File: config.mk
export PLATFORM = sky130hd
export DESIGN_NAME = sobel_frame_ctrl
export DESIGN_NICKNAME = d
export VERILOG_FILES = /design/src/rtl/sobel_frame_ctrl.sv
export SDC_FILE = /design/constraint.sdc
export NUM_CORES = 1
export LEC_CHECK = 0
export ABC_AREA = 1
export BUFFER_PORTS_ARGS = -buffer_cell sky130_fd_sc_hd__buf_4
export CAP_MARGIN = 20
export CORE_MARGIN = 2
export CORE_UTILIZATION = 30
export CTS_BUF_LIST = sky130_fd_sc_hd__clkbuf_4 sky130_fd_sc_hd__clkbuf_8
export CTS_CLUSTER_DIAMETER = 60
export DETAILED_ROUTE_END_ITERATION = 6
export REMOVE_ABC_BUFFERS = 1
export SYNTH_ARGS = -nofsm -noshare
export SYNTH_HDL_FRONTEND = slang
export SYNTH_SLANG_ARGS = --single-unit
File: constraint.sdc
create_clock -name clk_i -period 1.75 [get_ports clk_i]
set_input_delay 0.175 -clock clk_i [delete_from_list [all_inputs] [get_ports clk_i]]
set_output_delay 0.175 -clock clk_i [all_outputs]
set_load 0.05 [all_outputs]
File: src/rtl/sobel_frame_ctrl.sv
// Frame sequencer for a Sobel datapath: primes the line buffers, streams pixels, flushes, then signals completion.
// Define SOBEL_FRAME_TIMEOUT_EN to add a FLUSH stall watchdog that drives timeout_o; otherwise timeout_o is tied low.
//
// state   | meaning
// IDLE    | waiting for enable_i, select_o held from the previous frame
// PRIME   | Sobel modes: filling two lines plus two pixels before the window is valid
// RUN     | forwarding input pixels until a full frame has been received
// FLUSH   | draining the datapath; Sobel modes self-time px_rdy_o pulses
// DONE    | one-cycle frame_done_o, then back to IDLE
module sobel_frame_ctrl #(
  parameter int IMG_WIDTH      = 160,
  parameter int IMG_HEIGHT     = 120,
  parameter int FLUSH_GAP      = 4,
  parameter int TIMEOUT_CYCLES = 4096
) (
  input  logic       clk_i,
  input  logic       nreset_i,
  input  logic       enable_i,
  input  logic [1:0] mode_i,
  input  logic       spi_px_valid_i,
  input  logic       sobel_px_ready_i,
  output logic [1:0] select_o,
  output logic       px_rdy_o,
  output logic       start_sobel_o,
  output logic       busy_o,
  output logic       frame_done_o,
  output logic       overrun_o,
  output logic       timeout_o
);

  localparam int TOTAL = IMG_WIDTH * IMG_HEIGHT;
  localparam int CW    = $clog2(TOTAL + 1);
  localparam int GW    = $clog2(FLUSH_GAP);

  localparam logic [CW-1:0] TOTAL_C    = CW'(TOTAL);
  localparam logic [CW-1:0] TOTAL_LAST = CW'(TOTAL - 1);
  localparam logic [CW-1:0] PRIME_LAST = CW'(2 * IMG_WIDTH + 1);
  localparam logic [GW-1:0] GAP_LOAD   = GW'(FLUSH_GAP - 1);

  typedef enum logic [2:0] {
    S_IDLE,
    S_PRIME,
    S_RUN,
    S_FLUSH,
    S_DONE
  } state_t;

  state_t        state;
  logic [CW-1:0] in_cnt;
  logic [CW-1:0] out_cnt;
  logic [GW-1:0] gap_cnt;

`ifdef SOBEL_FRAME_TIMEOUT_EN
  localparam int TW = $clog2(TIMEOUT_CYCLES + 1);
  localparam logic [TW-1:0] TO_LOAD = TW'(TIMEOUT_CYCLES - 1);
  logic [TW-1:0] to_cnt;
`else
  wire unused_timeout_cfg = (TIMEOUT_CYCLES != 0);
  assign timeout_o = 1'b0;
`endif

  always_ff @(posedge clk_i or negedge nreset_i) begin
    if (!nreset_i) begin
      state         <= S_IDLE;
      in_cnt        <= '0;
      out_cnt       <= '0;
      gap_cnt       <= '0;
      select_o      <= 2'b00;
      px_rdy_o      <= 1'b0;
      start_sobel_o <= 1'b0;
      busy_o        <= 1'b0;
      frame_done_o  <= 1'b0;
      overrun_o     <= 1'b0;
`ifdef SOBEL_FRAME_TIMEOUT_EN
      to_cnt        <= '0;
      timeout_o     <= 1'b0;
`endif
    end else begin
      frame_done_o <= 1'b0;
      px_rdy_o     <= 1'b0;

      if (state != S_IDLE && !enable_i) begin
        // abort: sticky flags and counters are kept for inspection until the next start
        state         <= S_IDLE;
        busy_o        <= 1'b0;
        start_sobel_o <= 1'b0;
      end else begin
        if ((state == S_PRIME || state == S_RUN || state == S_FLUSH) &&
            sobel_px_ready_i && out_cnt != TOTAL_C) begin
          out_cnt <= out_cnt + CW'(1);
        end

        case (state)
          S_IDLE: begin
            if (enable_i) begin
              select_o      <= mode_i;
              in_cnt        <= '0;
              out_cnt       <= '0;
              overrun_o     <= 1'b0;
              busy_o        <= 1'b1;
              start_sobel_o <= 1'b0;
`ifdef SOBEL_FRAME_TIMEOUT_EN
              timeout_o     <= 1'b0;
`endif
              if (mode_i[1]) state <= S_PRIME;
              else           state <= S_RUN;
            end
          end

          S_PRIME: begin
            if (spi_px_valid_i) begin
              px_rdy_o <= 1'b1;
              in_cnt   <= in_cnt + CW'(1);
              if (in_cnt == PRIME_LAST) begin
                start_sobel_o <= 1'b1;
                state         <= S_RUN;
              end
            end
          end

          S_RUN: begin
            if (spi_px_valid_i) begin
              px_rdy_o <= 1'b1;
              in_cnt   <= in_cnt + CW'(1);
              if (in_cnt == TOTAL_LAST) begin
                state   <= S_FLUSH;
                gap_cnt <= GAP_LOAD;
`ifdef SOBEL_FRAME_TIMEOUT_EN
                to_cnt  <= TO_LOAD;
`endif
              end
            end
          end

          S_FLUSH: begin
            if (spi_px_valid_i) overrun_o <= 1'b1;

            if (out_cnt == TOTAL_C) begin
              state         <= S_DONE;
              frame_done_o  <= 1'b1;
              start_sobel_o <= 1'b0;
            end
`ifdef SOBEL_FRAME_TIMEOUT_EN
            else if (to_cnt == '0) begin
              timeout_o     <= 1'b1;
              state         <= S_DONE;
              frame_done_o  <= 1'b1;
              start_sobel_o <= 1'b0;
            end
`endif
            else begin
              // no pulse on the cycle the last output arrives, so none is issued past the frame
              if (gap_cnt == '0) begin
                gap_cnt  <= GAP_LOAD;
                px_rdy_o <= select_o[1] && !(sobel_px_ready_i && out_cnt == TOTAL_LAST);
              end else begin
                gap_cnt <= gap_cnt - GW'(1);
              end
`ifdef SOBEL_FRAME_TIMEOUT_EN
              if (sobel_px_ready_i) to_cnt <= TO_LOAD;
              else                  to_cnt <= to_cnt - TW'(1);
`endif
            end
          end

          S_DONE: begin
            if (spi_px_valid_i) overrun_o <= 1'b1;
            busy_o <= 1'b0;
            state  <= S_IDLE;
          end

          default: begin
            busy_o <= 1'b0;
            state  <= S_IDLE;
          end
        endcase
      end
    end
  end

endmodule
==> results.md, run 1 <==
- The clock skew is 12.49 ps.
- In the synthesized netlist, the cells that appear most often are nand2_1 (102), nor2_1 (62), inv_1 (59), dfrtp_1 (42), nand3_1 (30).
- The routed via count is 2,710.
- Counting the buffers created by CTS gives 5.
- At the end of routability-driven placement, the weighted congestion stood at 0.8969.
- The run finished with clean final reports.
- Tracing the worst setup path back leads to its startpoint at state[2].
- STA classifies the critical path startpoint as a flop.
- The finished cells cover 3186 um2.
- Summing internal, switching and leakage power gives 0.003598 W.
- Data arrives at the worst endpoint at 1890 ps.
- The max-slew violation count came to 0.
- After detailed routing, the average wire length per cell comes to 12.40 um.
- The library cell appearing most often on the critical path is buf_4.
- Yosys attributes the largest share of cell area to dfrtp_1 (39%), nand2_1 (14%), nor2_1 (8.7%).
- The tool flagged a number of max-cap violations equal to 0.
- In this run the static leakage power is 1.559 nW.
- The synthesis-stage register bit count is 42.
- The core footprint is 8678 um2.
- The number of endpoints failing setup at the final stage is 0.
- On the worst path, the slowest cell contributes a delay of 420 ps.
- The area of the mapped netlist is 2681 um2.
- The initial utilization of the core area, before any placement, comes to 30.90%.
- The number of instances in the synthesized netlist is 398.
- The clock-pin slew on the worst setup and hold paths is 80 ps.
- Row generation in the floorplan step produced 34 rows.
- The fraction of layout instances using a drive strength above 1 is 14.06%.
- In this run the cell area measured after placement is 2952 um2.
- STA classifies the critical path endpoint as a flop.
- The buffer levels on the longest clock path is 2.
- In the synthesized netlist the dominant register cell turns out to be dfrtp_1.
- The uppermost layer routed is met4.
- STA puts the critical path data required time at 1960 ps.
- The per-cell via count in the routed design is 5.000.
- The average footprint of a synthesized cell is 6.737 um2.
- Counting flops with an async set or reset pin after synthesis yields a share of 100.0%.
- The routed design could run at a clock period as short as 1676 ps.
- The remaining antenna violation count after routing is 0.
- The routed design uses 3212 um of met2 wire.
- Yosys instantiated no cell more often than nand2_1.
- The utilization after layout is 36.71%.
- Sequential cells were found to cover 39.20% of the synthesized design area.
- Headroom to the max-slew limit came out at 62.45%.
- The H-tree was split into 2 levels.
- The internal portion of total power is 0.002046 W.
- The net switching fraction of the power is 43.15%.
- The die covers 9710 um2.
- Derived from the worst setup path, the maximum achievable clock frequency is 0.5966 GHz.
- Wire segments on met3 add up to 303 um in the final route.
- In this run, the clock network consumes 18.6% of the power.
- The worst supply voltage drop on vdd is 0.6316 mV.
- The top-level port count is 15.
- The number of distinct standard cells referenced by the synthesized netlist is 31.
- The CTS root buffer is clkbuf_8.
- The maximum number of pins on one net before global-route repair is 43.
- For flop-to-flop paths, the worst setup slack is 70 ps.
- The slew of the pin with the lowest slew margin is 563.2 ps.
- The first-iteration detailed-routing DRC count is 138.
- The clock tree from TritonCTS is done.
- Setup repair after global routing could not meet its margin everywhere.
- The sum of overflow across all layers after global routing is 0.
- The final count of hold timing violations is 0.
- The portion of synthesized cell area occupied by the leading cell type is 39.20%.
- The final worst-path cycle share is 95.79%.
- The reported net switching power is 0.001552 W.
- The start of the worst register-to-register path is state[2].
- The final net count is 445.
- The number of warnings printed during yosys synthesis is 0.
- The number of enable flip-flop cells after synthesis is 0.
- The total wire length is 6719 um.
- The count of clock tree sinks is 42.
- The clock network latency to the later pin of the worst-skew pair is 300 ps.
- In this run, the combinational gates consume 45.5% of the power.
- The number of input and output port buffers inserted is 13.
- The min-delay analysis places its worst path in the category primary input to flop.
- The maximum fanout count along the critical path is 5.
- The overall global routing resource usage is 14.12%.
- The final routed DRC violation total is 0.
- The area growth from synthesis to final layout is 18.81%.
- The initial antenna violation count was 0.
- The final sum of negative setup slack is 0 ps.
- The estimated wirelength of the detail-placed design is 4981 um.
- The count of inserted antenna diode cells is 0.
- The number of global-route vias before repair is 2,567.
- The share of total power dissipated in sequential elements is 35.8%.
- The pre-antenna-repair detailed-routing pass consisted of 5 iterations.
- Walking the worst path, the cells encountered are inv_1, nand2_1, nor3_4, buf_6, nand2_4, buf_4, buf_4, a211oi_2.
- The first-pass GRT wire length is 11,360 um.
- Measured along the y axis, the die boundary spans 98.54 um.
- The width of the chip is 98.54 um.
- The type of the worst setup path is flop to flop.
- In this run the most critical hold path is launched from mode_i[0].
- The critical path's slowest cell is dfrtp_1.
- The leading area contributor after synthesis is dfrtp_1.
- Dividing total power by cell area gives a power density of 1129 nW/um2.
- For this block, wires on met1 add up to 3117 um.
-- routing by layer --
metal / vias up / track usage (%)
met1: 1272 / 18.63
met4: 0 / 4.215
met3: 10 / 2.908
met2: 77 / 23.44
li1: 1351 / -
met5: - / 0
-- metrics by stage --
stage / cells / setup slack, ps / hold WS (ps)
after detailed placement: 523 / 47.72 / 219.8
after CTS: 532 / 36.23 / 75.70
final: 542 / 73.76 / 81.83
after global routing: 542 / -23.53 / 74.42
after global placement: 523 / 78.13 / 217.9
after floorplan: 392 / 92.38 / -120.6
-- worst paths after layout --
kind | end | cells after the start
worst max-delay path | out_cnt[1] | 8
worst min-delay path | select_o[0] | 3
worst max register to register | out_cnt[1] | 8
worst min register to register | select_o[0] | 2
max in group asynchronous | busy_o | 2
min in group asynchronous | in_cnt[5] | 2
-- state kept, by name (all words and copies together), names as in the netlist --
name           flops
start_sobel_o      1
out_cnt           15
overrun_o          1
in_cnt            15
busy_o             1
frame_done_o       1
state              3
px_rdy_o           1
gap_cnt            2
select_o           2
-- layout make-up --
cell class / instances / area (um2)
Sequential cell: 42 / 1051
Multi-Input combinational cell: 289 / 1420
Fill cell: 933 / 5493
Clock buffer: 7 / 90.09
Clock inverter: 1 / 5.005
Tap cell: 108 / 135.1
Inverter: 62 / 232.7
Timing Repair Buffer: 33 / 251.5
-- power groups by stage --
| stage | Clock [W] | Combinational, W | Sequential, W |
|---|---|---|---|
| final | 0.000670 | 0.00164 | 0.00129 |
| after CTS | 0.000701 | 0.00153 | 0.00127 |
| after floorplan | 0 | 0.000814 | 0.00147 |
| after global placement | 0 | 0.00151 | 0.00129 |
| after global routing | 0.000744 | 0.00183 | 0.00131 |
| after detailed placement | 0 | 0.00153 | 0.00129 |
-- worst max-delay path, delay by kind of cell, from the launching register on --
| family | cells | cell delay, ps |
|---|---|---|
| simple gates | 3 | 470 |
| buf+inv | 4 | 540 |
| flops | 1 | 420 |
| compound gates | 1 | 160 |
-- layout by cell type, fill, tap and decap left out, types with 2 or more instances in the layout --
master and instances:
inv_2 5, nor2_1 59, clkbuf_8 6, nand4_1 22, nand3_1 29, nor3_4 2, a31oi_1 2, o21bai_1 3
ha_1 4, dfrtp_1 42, nand2_1 103, nand2_4 3, a21oi_1 10, buf_4 30, nor2_2 3, inv_1 57
nor2_4 2, nor3_1 13, o21ai_1 2, o21ai_0 21
-- logic make-up after synthesis --
family / share of synthesized area [%]
and+or+nand+nor: 39.38
buffers and inverters: 10.08
AOI/OAI and AO/OA: 8.540
DFF: 39.20
adders and majority gates: 2.333
xor gates and xnor gates: 0.3267
other: 0.1399
-- what timing repair did --
| item | in CTS | in global routing |
|---|---|---|
| setup endpoints to repair | 0 | 19 |
| buffers inserted | 0 | 9 |
| hold buffers | 1 | 0 |
| endpoints found under the hold margin | 42 | 0 |
| resized for setup | 0 | 17 |
Note: power is estimated with default switching activity, not from simulation.
==> inputs of run 2 (changes only) <==
- REMOVE_ABC_BUFFERS: 1 -> unset
==> results.md, run 2 (synthesis results as in run 1) <==
- The initial antenna violation count is 0.
- The path category of the worst min-delay check is primary input to flop.
- The worst supply voltage drop on vdd is 0.4918 mV.
- The critical path goes through nand3_1, nand2_1, nand2_1, nand2_2, buf_4, nand2_1, o21ai_0, a21oi_1.
- The final count of hold timing violations was 0.
- The clock reaches the later pin of the worst-skew pair after 300 ps.
- The static leakage is 1.518 nW.
- The width of the chip is 98.54 um.
- On the critical path, the stage with the largest delay is an instance of dfrtp_1.
- The sum of overflow across all layers after global routing is 0.
- The final routed DRC violation total is 0.
- The total wire length is 6751 um.
- The average wire per standard cell is 12.60 um.
- The routed via count is 2,627.
- The top-level port count is 15.
- The buffer and inverter count on the worst path is 1.
- TritonCTS built the clock tree.
- In this run the clock root is driven by a clkbuf_8.
- The repair_antennas step left the layout with diodes totalling 0.
- The first global-routing pass estimated 11,600 um of wire.
- The final worst-path cycle share is 96.53%.
- Data on the critical path arrives at its endpoint at 1870 ps.
- After clock tree synthesis, the clock-pin slew on the worst setup and hold paths is 80 ps.
- The top cell types in the final layout, fill and taps aside, are nand2_1 (102), nor2_1 (60), inv_1 (57), dfrtp_1 (42), nand3_1 (29).
- The kind of cell adding the most delay to the critical path is simple AND/OR/NAND/NOR gates.
- The per-cell via count in the routed design is 4.901.
- The H-tree generated during clock tree synthesis spans 2 levels.
- The maximum number of pins on one net before global-route repair is 43.
- The synthesized netlist net count is 410.
- The most critical setup path has its startpoint at state[0].
- The number of detailed-routing iterations run before antenna repair is 4.
- The pre-CTS setup slack is 45.93 ps.
- Across all register-to-register paths, the minimum setup slack is 60 ps.
- Routability-driven placement finished with a final weighted congestion of 0.8763.
- The max-slew violation count came to 0.
- After floorplanning, the core was sized to cover 8678 um2.
- The slew of the pin with the lowest slew margin is 554.9 ps.
- The overall die area is 9710 um2.
- Counting the buffers created by CTS gives 5.
- The worst slew margin relative to its limit is 63.01%.
- Cells with a size suffix above 1 make up 12.62% of the layout.
- The count of clock tree sinks is 42.
- Data on the critical path is required at its endpoint by 1940 ps.
- In this run the number of cells on the critical path is 8.
- Once layout is done, the placed cells without fillers occupy 3128 um2.
- For this design the ratio of total power to cell area is 1143 nW/um2.
- The type of the worst setup path is flop to flop.
- The clock skew is 4.641 ps.
- The worst setup margin is 60.73 ps.
- The element type at the critical path end is a flop.
- For this run, the slowest stage of the critical path takes 530 ps.
- Setup violations remaining at the end of the flow were counted as 0.
- The remaining antenna violation count after routing is 0.
- The timing endpoint of the critical path is in_cnt[4].
- The library cell appearing most often on the critical path is nand2_1.
- The endpoint identified for the worst register-to-register timing path is in_cnt[4].
- Leaving out fill and tap cells, the most frequent cell in the layout is nand2_1.
- Setup repair after global routing could not meet its margin everywhere.
- In the final design database the tool counted 439 nets.
- In this run the worst path has a maximum fanout of 10.
- The total number of placement rows is 34.
- The largest registers in the layout are in_cnt (15), out_cnt (15), state (3).
- In this run the critical register-to-register path is launched from state[0].
- Based on the critical path, the design can be clocked at up to 0.5920 GHz.
- The shortest clock period the worst path allows after layout is 1689 ps.
- The number of violations of the max-capacitance limit is 0.
- Relative to the synthesized area, the layout overhead comes to 16.66%.
- The run finished with clean final reports.
- The overall global routing resource usage is 14.50%.
- The first-iteration detailed-routing DRC count is 144.
- During placement, the flow inserted port buffers numbering 13.
- The placed cell area is 2959 um2.
- The die is 98.54 um tall.
- The initial core utilization is 30.90%.
- The wire-length estimate of the detail-placed layout is 5012 um.
- The worst reg2reg path depth is 8.
- The buffer levels on the longest clock path is 2.
- The number of global-route vias before repair came to 2,534.
- The startpoint type of the worst setup path is a flop.
==> run 2: worst min-delay path by stage <==
stage	cells past startpoint	end	start	slack, ps
after floorplan	0	busy_o	nreset_i	-120
after global placement	1	select_o[0]	nreset_i	220
after detailed placement	1	in_cnt[5]	nreset_i	210
after CTS	3	select_o[0]	mode_i[0]	70
after global routing	3	select_o[0]	mode_i[0]	70
final	3	select_o[0]	mode_i[0]	70
==> run 2: metal layers <==
| layer | wire [um] | track usage [%] | share of wire [%] | vias to the layer above |
|---|---|---|---|---|
| li1 | - | - | - | 1336 |
| met5 | 0 | 0 | 0 | - |
| met4 | 124 | 4.847 | 1.8 | 0 |
| met2 | 3180 | 23.81 | 47 | 49 |
| met1 | 3233 | 19.41 | 48 | 1229 |
| met3 | 213 | 2.553 | 3.2 | 13 |
==> run 2: stage by stage <==
step	utilization [%]	setup TNS [ps]	hold slack, ps	std cells	total power, W
after global placement	34.10	0	216.2	524	0.002829
after floorplan	-	0	-120.6	398	0.002335
after CTS	35.31	0	66.71	533	0.003552
after global routing	36.04	-388.2	74.95	536	0.003847
final	36.04	0	73.40	536	0.003576
after detailed placement	34.10	0	212.1	524	0.002854
==> run 2: repair_timing <==
item | 4_1_cts | 5_1_grt
endpoints found under the hold margin | 42 | 0
hold buffers | 1 | 0
endpoints found under the setup margin | 0 | 19
buffers inserted | 0 | 3
gates resized for setup | 0 | 13
==> run 2: area by class of cell <==
| class | count | area, um2 |
|---|---|---|
| Inverter | 62 | 232.7 |
| Fill cell | 941 | 5550 |
| Multi-Input combinational cell | 288 | 1398 |
| Timing Repair Buffer | 28 | 216.5 |
| Sequential cell | 42 | 1051 |
| Clock inverter | 1 | 5.005 |
| Tap cell | 108 | 135.1 |
| Clock buffer | 7 | 90.09 |
==> run 2: report_power, final <==
| part | switching [W] | total [W] | internal (W) |
|---|---|---|---|
| clock network | 0.000343 | 0.000678 | 0.000334 |
| registers | 0.000164 | 0.00130 | 0.00114 |
| logic | 0.00105 | 0.00160 | 0.000544 |
| total | 0.00156 | 0.00358 | 0.00202 |
==> run 2: worst min-delay path, stage by stage <==
cell and delay, ps:
buf_4 80, nand2_1 40, nand2_1 50
==> inputs of run 3 (changes only) <==
- ABC_AREA: 1 -> unset
- CAP_MARGIN: 20 -> unset
- SETUP_SLACK_MARGIN: unset -> 0.4
==> results.md, run 3 <==
- The flow ran to the end, but the final reports show violations.
- The final reports fail on negative setup slack.
- The max-slew violation count was 0.
- By area the synthesized netlist is led by dfrtp_1 (44%), nor2_1 (4.9%), xnor2_1 (4.0%).
- VDD sags by at most 0.6251 mV.
- Before antenna repair, the detailed router went through 6 iterations.
- Clock tree synthesis selected as its root buffer the cell clkbuf_8.
- The worst endpoint data arrival time is 2000 ps.
- The die height is 93.32 um.
- The total number of placement rows is 32.
- Summing every instance area after synthesis gives 2394 um2.
- The worst reg2reg path depth is 6.
- The maximum clock frequency is 0.5655 GHz.
- Summing all flip-flop and latch instances after layout gives 1055 um2.
- In the routed layout, each cell is associated on average with a via count of 5.027.
- The kind of cell adding the most delay to the critical path is compound AO/OA/AOI/OAI gates.
- The area growth from synthesis to final layout is 51.33%.
- The count of inserted antenna diode cells is 0.
- The end of the worst hold path is select_o[0].
- The clock-pin slew on the worst setup and hold paths is 90 ps.
- The number of distinct standard cells referenced by the synthesized netlist is 52.
- Counting flops with a built-in enable in the synthesized netlist gives 0.
- The sequential cell area fraction in the yosys report is 43.91%.
- dfrtp_1 takes more of the synthesized area than any other cell.
- In this run the tool buffered the top-level ports with 13 buffer cells.
- The routed wire length on met2 is 3089 um.
- The average wire per standard cell is 14.20 um.
- The average footprint of a synthesized cell is 9.241 um2.
- In this run the remaining antenna-violating nets after routing total 0.
- Leaving out filler cells and counting taps, the final layout contains 442.
- The core footprint is 7727 um2.
- The startpoint identified for the worst hold timing path is mode_i[0].
- In this run the deepest clock path goes through 2 buffers.
- The total met3 wirelength after detailed routing is 224 um.
- The routed via count is 2,222.
- In the routed design, unresolved DRC markers number 0.
- The pre-CTS setup slack is -59.43 ps.
- Summed over its instances, the top area cell type makes up 43.91% of the synthesized netlist area.
- The hold path depth is 2.
- The routed metal-1 wire length is 2885 um.
- The capture instance of the worst register-to-register path is in_cnt[10].
- The first-pass GRT wire length is 10,150 um.
- Counting buffers and inverters, the worst setup path is 6 cells deep.
- Across all register-to-register paths, the minimum setup slack is -20 ps.
- Once detailed placement completed, the half-perimeter wirelength came to 3829 um.
- The worst slew margin relative to its limit is 62.64%.
- At the pin with the least slew margin, the transition time is 560.4 ps.
- The final count of hold timing violations is 0.
- The critical path's slowest cell is dfrtp_2.
- The first-iteration detailed-routing DRC count is 92.
- Power spread over the standard cell area amounts to 1069 nW/um2.
- The worst hold margin is 103.9 ps.
- The clock reaches the later pin of the worst-skew pair after 300 ps.
- The most common cell after layout, fill and taps aside is buf_4.
- The clock arrives with 9.441 ps of skew.
- The number of global-route vias before repair is 2,165.
- In the post-route analysis, the smallest setup slack over all paths is -18.33 ps.
- In this design, the stage delay of the slowest critical-path cell is 450 ps.
- The final worst-path cycle share is 101.0%.
- The number of endpoints failing setup at the final stage is 4.
- Along the worst path, the maximum fanout reaches 5.
- The worst setup path is of the flop to flop kind.
- Walking the worst path, the cells encountered are buf_12, a21boi_4, o211ai_1, buf_4, or3_4, a21oi_2.
- The shortest clock period the worst path allows after layout is 1768 ps.
- The initial core utilization is 30.97%.
- After global routing the overflow that remains totals 0.
- Wires add up to 6276 um.
- The number of warnings printed during yosys synthesis is 0.
- The number of buffers and inverters on the critical path is 2.
- Of all flip-flops after synthesis, the portion carrying an async set or reset was 100.0%.
- The element type at the critical path end is a flop.
- In the final layout, the share of cells above drive strength 1 is 47.06%.
- The floorplan step defined a die boundary enclosing 8709 um2.
- In this run the worst hold path is classified as primary input to flop.
- Ranked by instance count, the synthesized netlist is headed by dfrtp_1 (42), nor2_1 (31), nand2_1 (16), a21oi_1 (15), nand3_1 (14).
- The maximum number of pins on one net before global-route repair is 43.
- TritonCTS built the clock tree.
- The synthesis-stage register bit count is 42.
- The routability congestion estimate is 0.8050.
- The number of violations of the max-capacitance limit is 0.
- Including well taps, the total number of placed cells is 398.
- Summed over all failing endpoints, the final setup total negative slack is -38.15 ps.
- The uppermost layer routed is met4.
- In this run the critical register-to-register path is launched from state[0].
- The H-tree was split into 2 levels.
- Setup repair after global routing could not meet its margin everywhere.
- The initial antenna violation count is 0.
- The startpoint type of the worst setup path is a flop.
- The analysis attributes to cell leakage a power of 1.633 nW.
- The number of clock buffers added by TritonCTS is 5.
- The width of the chip is 93.32 um.
- The most numerous cell in the Yosys netlist is dfrtp_1.
- The clock net in this run drives a total of 42 sinks.
- The number of filler instances in the final layout is 697.
- The overall global routing resource usage is 14.46%.
- In the final layout, the registers with the most flip-flops are in_cnt (15), out_cnt (15), state (3).
- The synthesized netlist net count is 271.
- The final net count is 351.
- The footprint of the multi-input gates is 1554 um2.
- The number of instances in the synthesized netlist is 259.
- The critical path data required time is 1980 ps.
- The library cells used most frequently in the layout, excluding fill and tap cells, are buf_4 (63), dfrtp_1 (39), nor2_1 (28), buf_6 (18), nand2_1 (13).
- The most instantiated flip-flop cell in the synthesis netlist is dfrtp_1.
- Pin placement for this block handled 15 I/O pins.
## run 3: changes by cell type after synthesis, moves of 4 or more
cell,before,now
nor2_1,62,31
xor2_1,1,9
nand3_1,30,14
xnor2_1,0,11
o21ai_0,22,13
nand2b_1,0,4
a21oi_1,10,15
nor3_1,14,7
nand4_1,22,8
or3_1,0,5
and3_1,0,9
inv_1,59,13
nand2_1,102,16
## run 3: per-stage QoR
step                      area, um2  util (%)  total power [W]
after floorplan                2446         -         0.002178
after global placement         2858     36.98         0.002604
after detailed placement       2858     36.98         0.002615
after CTS                      3337     43.18         0.003677
after global routing           3622     46.88         0.004084
final                          3622     46.88         0.003871
## run 3: logic make-up (layout without fill, tap and decap cells)
family | count (synthesis) | after routing | share of synthesized area [%]
xor gates and xnor gates | 20 | 20 | 7.318
DFF | 42 | 42 | 43.91
muxes | 4 | 4 | 1.830
buffers and inverters | 24 | 105 | 4.966
adders and majority gates | 5 | 5 | 2.614
other | 1 | 1 | 0.1567
and+or+nand+nor | 119 | 119 | 27.81
AOI/OAI and AO/OA | 44 | 44 | 11.40
## run 3: worst max-delay path by stage
stage | startpoint | end | slack [ps]
5_1_grt | state[0] | in_cnt[14] | -100
2_1_floorplan | state[2] | out_cnt[13] | 110
4_1_cts | out_cnt[0] | out_cnt[13] | 20
3_5_place_dp | state[0] | out_cnt[4] | -60
6_report | state[0] | in_cnt[10] | -20
3_3_place_gp | state[0] | out_cnt[4] | -100
## run 3: cell type report
cell class	instances	share of cell area (%)
flip-flops and latches	42	29.12
well taps	102	3.523
clock inverters	3	1.105
clock buffers	5	1.900
multi-input cells	193	42.90
repair buffers	84	20.03
inverters	13	1.416
## run 3: repair_timing
action	4_1_cts	5_1_grt
endpoints found under the setup margin	38	41
resized for setup	47	41
buffers inserted	20	15
hold buffers	1	0
hold endpoints to repair	42	0
pin swaps	24	30
## run 3: layer usage
metal  global-route usage, %  up-vias
li1                        -     1068
met1                   19.26     1096
met2                   23.74       45
met3                   2.981       13
met4                   4.167        0
met5                       0        -
## run 3: report_power, final
group	leakage [nW]	switching (W)	internal, W
sequential	0.559	0.000156	0.00113
clock	0.0579	0.000353	0.000420
combinational	1.02	0.000928	0.000885
total	1.63	0.00144	0.00243
